`config.mk`:
```
export PLATFORM = sky130hd
export DESIGN_NAME = pam4_tx
export DESIGN_NICKNAME = d
export VERILOG_FILES = /design/src/rtl/pam4_pkg.sv /design/src/rtl/prbs7_gen.sv /design/src/rtl/pam4_tx.sv
export SDC_FILE = /design/constraint.sdc
export NUM_CORES = 1
export LEC_CHECK = 0
export CORE_UTILIZATION = 30
export DETAILED_ROUTE_END_ITERATION = 12
export GPL_ROUTABILITY_DRIVEN = 0
export SYNTH_ARGS = -nofsm -noshare
export SYNTH_HDL_FRONTEND = slang
export SYNTH_SLANG_ARGS = --single-unit
```
`constraint.sdc`:
```
create_clock -name clk -period 1.7 [get_ports clk]
set_input_delay 0.255 -clock clk [delete_from_list [all_inputs] [get_ports clk]]
set_output_delay 0.255 -clock clk [all_outputs]
set_load 0.02 [all_outputs]
```
`src/rtl/pam4_pkg.sv`:
```
// pam4_pkg: shared PAM4 state type, level constants, Gray-to-level map and FFE tap
package pam4_pkg;
  typedef enum logic [1:0] {IDLE, PREAMBLE, PAYLOAD} state_t;
  localparam int LVL_OUTER = 96;
  localparam int LVL_INNER = 32;
  function automatic logic signed [7:0] gray_level(input logic [1:0] s, input int outer, input int inner);
    return 8'(s == 2'b00 ? -outer : s == 2'b01 ? -inner : s == 2'b11 ? inner : outer);
  endfunction
  // a - (p >>> 2), widened so the subtraction cannot wrap before saturation
  function automatic logic signed [7:0] ffe_tap(input logic signed [7:0] a, input logic signed [7:0] p);
    logic signed [9:0] d;
    d = {{2{a[7]}}, a} - {{4{p[7]}}, p[7:2]};
    return d > 10'sd127 ? 8'sh7F : d < -10'sd128 ? 8'sh80 : d[7:0];
  endfunction
endpackage

```
`src/rtl/prbs7_gen.sv`:
```
// prbs7_gen: x^7+x^6+1 LFSR yielding two bits per symbol, first bit in the MSB
// Ports: clk, rst (async, active-high), clear (sync reseed to 7'h7F),
//        advance (consume current symbol), sym (2-bit symbol available now)
module prbs7_gen (
  input  logic       clk,
  input  logic       rst,
  input  logic       clear,
  input  logic       advance,
  output logic [1:0] sym
);
  logic [6:0] s;
  // two Fibonacci steps computed at once; s[6] holds the oldest bit
  assign sym = {s[6] ^ s[5], s[5] ^ s[4]};
  always_ff @(posedge clk or posedge rst)
    if (rst) s <= 7'h7F;
    else if (clear) s <= 7'h7F;
    else if (advance) s <= {s[4:0], sym};
endmodule

```
`src/rtl/pam4_tx.sv`:
```
// pam4_tx: PAM4 transmitter emitting a +/-3 preamble then Gray-mapped payload with PRBS7 fill
// Ports: clk, rst (async, active-high), enable, sym_in[1:0], sym_valid, sym_ready,
//        tx_data[7:0] signed sample, sym_strobe, busy, underflow (sticky)
// Option: define PAM4_TX_FFE_EN for a one-tap de-emphasis a[n] - (a[n-1]>>>2), saturated
module pam4_tx import pam4_pkg::*; #(
  parameter int OSR          = 4,
  parameter int PREAMBLE_LEN = 32,
  parameter int AMP_OUTER    = LVL_OUTER,
  parameter int AMP_INNER    = LVL_INNER
) (
  input  logic              clk,
  input  logic              rst,
  input  logic              enable,
  input  logic [1:0]        sym_in,
  input  logic              sym_valid,
  output logic              sym_ready,
  output logic signed [7:0] tx_data,
  output logic              sym_strobe,
  output logic              busy,
  output logic              underflow
);
  localparam int PW = $clog2(OSR);
  state_t state;
  logic [PW-1:0] phase;
  logic [7:0] pre_cnt;
  logic [1:0] prbs_sym;
  logic sym_end, start, load, stop, slot, fill;
  logic signed [7:0] nxt_lvl, tx_next;
  assign sym_end = state != IDLE && phase == PW'(OSR - 1);
  assign start = state == IDLE && enable;
  assign load = start || (sym_end && enable);
  assign stop = sym_end && !enable;
  // a payload slot opens at the end of the last preamble symbol and every payload symbol
  assign slot = sym_end && enable && (state == PAYLOAD || pre_cnt == 8'(PREAMBLE_LEN - 1));
  assign fill = slot && !sym_valid;
  assign sym_ready = slot;
  assign busy = state != IDLE;
  assign nxt_lvl = start ? 8'(AMP_OUTER) :
                   !slot ? (pre_cnt[0] ? 8'(AMP_OUTER) : 8'(-AMP_OUTER)) :
                   gray_level(sym_valid ? sym_in : prbs_sym, AMP_OUTER, AMP_INNER);
  prbs7_gen u_prbs (
    .clk     (clk),
    .rst     (rst),
    .clear   (state == IDLE),
    .advance (fill),
    .sym     (prbs_sym)
  );
`ifdef PAM4_TX_FFE_EN
  logic signed [7:0] hist;
  assign tx_next = ffe_tap(nxt_lvl, hist);
  always_ff @(posedge clk or posedge rst)
    if (rst) hist <= '0;
    else hist <= load ? nxt_lvl : (state == IDLE || stop) ? '0 : hist;
`else
  assign tx_next = nxt_lvl;
`endif
  always_ff @(posedge clk or posedge rst)
    if (rst) begin
      state      <= IDLE;
      phase      <= '0;
      pre_cnt    <= '0;
      tx_data    <= '0;
      sym_strobe <= 1'b0;
      underflow  <= 1'b0;
    end else begin
      phase      <= (state == IDLE || phase == PW'(OSR - 1)) ? '0 : phase + 1'b1;
      sym_strobe <= load;
      tx_data    <= load ? tx_next : stop ? '0 : tx_data;
      underflow  <= start ? 1'b0 : underflow | fill;
      pre_cnt    <= start ? '0 : load ? pre_cnt + 8'd1 : pre_cnt;
      state      <= start ? PREAMBLE : stop ? IDLE : slot ? PAYLOAD : state;
    end
endmodule

```
==> metrics.cfg <==
[hold_path]
hold_path_class = primary input to async pin

[clock_network]
clkLatencyLatePin_ps = 270
clk_pin_slew_ps = 90
cts_tree = done
cts_made_buffers = 3
cts_sinks = 24
h-tree-depth = 1
cts_root_buf = clkbuf_8
clk_path_buf_depth = 2

[grt]
gr-total-overflow = 0
grt_max_degree = 25
antenna_found_initial = 0
grt_first_pass_wirelength_microns = 4050
first_global_vias = 946
grt_use_total_pct = 12.3

[die]
pin_count = 18
fp.dieH_microns = 66.6
core-area_sq_um = 4000
rows = 23
die-area_sq_um = 4440
die_x_microns = 66.6
start_util_pct = 31.3

[routing]
routed_wl_microns = 2500
drtIter0Drc = 22
routedWlPerCell_microns = 12.1
num_vias = 977
ant_nets = 0
drt_first_pass_iters = 4
post_drt_via_cell_ratio = 4.72
route.detailed.drc = 0

[place]
placed_area_sq_um = 1560
dp.final_hpwl_microns = 1810
dp_cells = 200
numPortBuffers = 12

[layout]
fin_cells = 207
final_cell_mix = buf_4, dfrtp_1, nor2_1
nets = 168
final_common_cell = buf_4
synthToLayoutAreaGrowth_pct = 34.1
final_cell_area_sq_um = 1680
drive_gt1_share_pct = 30.6
diodes = 0
final_util_pct = 42.0

[sta]
hold_ws_ps = 332
rsz0062_at_grt = true
finalHoldViolCount = 0
fin_crit_ps = 1660
setup_viol = 0
finalCritPeriodShare_pct = 97.5
final_max_slew_viol_count = 0
max_freq_mhz = 604
skew_ps = 4.98

[setup_path]
criticalPathCategory = flip-flop to output port
crit_path_end_kind = output port
reg2reg_slack_ps = 50
cp_data_required_time_ps = 1440
r2r-start = pre_cnt[1]
rr_worst_depth = 7
worstReg2RegEnd = u_prbs.s[0]
start_kind = flip-flop
cp_max_fo = 2
worstPathArrival_ps = 1400

[power]
swShare_pct = 32.1
clkPwrFrac_pct = 25.4
ir_drop_v = 0.000435
p_int_mw = 1.34
p_switching_mw = 0.630
pwr-share-seq_pct = 37.7
p_leak_nw = 0.755
comb_power_share_pct = 36.9
powerDensity_nw_per_um2 = 1170

[yosys]
syn_inst = 123
synth-seq-area-share_pct = 48.6
syn_area_per_cell_sq_um = 10.2
synth-edff-count = 0
syn-cell-area_sq_um = 1250
synth_flop_cell = dfrtp_1
synthArstFlopShare_pct = 100
synth.yosys.warnings = 0
synth_seq_cells = 24
ys_types = 35

[flow_run]
drv_cap = 0

[status]
status = finished, final reports clean

repair_timing:
| item | CTS | global route |
|---|---|---|
| pin swaps | 0 | 4 |
| hold buffers | 0 | 0 |
| buffers inserted | 0 | 3 |
| resized for setup | 5 | 11 |
| setup endpoints to repair | 2 | 14 |
stage by stage:
| step | setup slack [ps] | power, mW | setup TNS (ps) |
|---|---|---|---|
| finish | 43.1 | 1.97 | 0 |
| global route | -55.2 | 2.08 | -220 |
| CTS | -20.3 | 1.94 | -20.3 |
| detailed placement | -230 | 1.45 | -523 |
| global placement | -149 | 1.43 | -365 |
| floorplan | 38.2 | 1.17 | 0 |
worst max-delay path by stage:
stage	endpoint	cells past startpoint	from
global route	tx_data[6]	7	u_prbs.s[5]
finish	sym_ready	5	pre_cnt[1]
CTS	sym_ready	5	pre_cnt[0]
floorplan	u_prbs.s[0]	5	pre_cnt[0]
global placement	tx_data[6]	7	sym_valid
detailed placement	tx_data[6]	7	sym_valid
power by group through the flow:
stage / Sequential, mW / Clock, mW / Combinational (mW)
after detailed placement: 0.751 / 0 / 0.695
after CTS: 0.740 / 0.514 / 0.691
final: 0.741 / 0.499 / 0.726
after global routing: 0.754 / 0.535 / 0.792
after global placement: 0.749 / 0 / 0.680
after floorplan: 0.820 / 0 / 0.346
cell type report:
| cell class | instances | area, sq um |
|---|---|---|
| Tap cell | 50 | 62.6 |
| Clock buffer | 3 | 41.3 |
| Sequential cell | 24 | 609 |
| Clock inverter | 1 | 30.0 |
| Multi-Input combinational cell | 87 | 603 |
| Fill cell | 381 | 2320 |
| Inverter | 7 | 26.3 |
| Timing Repair Buffer | 35 | 309 |
worst max-delay path: stages (launching register included):
cell and delay, ps:
dfrtp_1 410, ha_2 200, and4_4 200, a31oi_4 160
nor2_2 50, buf_6 120
registers in the layout, indices dropped and copies added (netlist names):
name and count:
tx_data 3, state 2, phase 2, underflow 1
pre_cnt 8, sym_strobe 1, u_prbs.s 7
kinds of logic (layout without fill, tap and decap cells):
kind of cell | count (synthesis) | in the layout | share of synthesized area, %
AOI/OAI and AO/OA | 23 | 23 | 13.5
and+or+nand+nor | 40 | 40 | 15.5
xor gates and xnor gates | 4 | 4 | 2.79
DFF | 24 | 24 | 48.6
adders and majority gates | 4 | 4 | 3.99
buffers and inverters | 16 | 46 | 6.39
other | 1 | 5 | 0.299
muxes | 11 | 11 | 8.98
metal layers:
metal,up-vias,share of wire (%),wire length (microns),GRT usage (%)
li1,480,-,-,-
met1,471,45,1120,14.7
met2,21,51,1260,21.6
met3,5,3.0,76,2.05
met4,0,1.4,35,4.79
met5,-,0,0,0
Yosys cell counts, types with 2 or more instances:
cell type / number / area, sq um
mux2i_1: 9 / 90.1
nor2_1: 17 / 63.8
mux2_2: 2 / 22.5
buf_4: 5 / 37.5
a22o_1: 4 / 35.0
dfrtp_1: 17 / 425
xnor2_1: 3 / 26.3
dfstp_2: 7 / 184
nand3_1: 3 / 15.0
nor3_1: 4 / 20.0
nand2_1: 10 / 37.5
inv_1: 6 / 22.5
clkbuf_1: 3 / 11.3
a21oi_1: 3 / 15.0
o21ai_0: 7 / 35.0
ha_1: 4 / 50.1
Power figures use the tool's default switching activity.
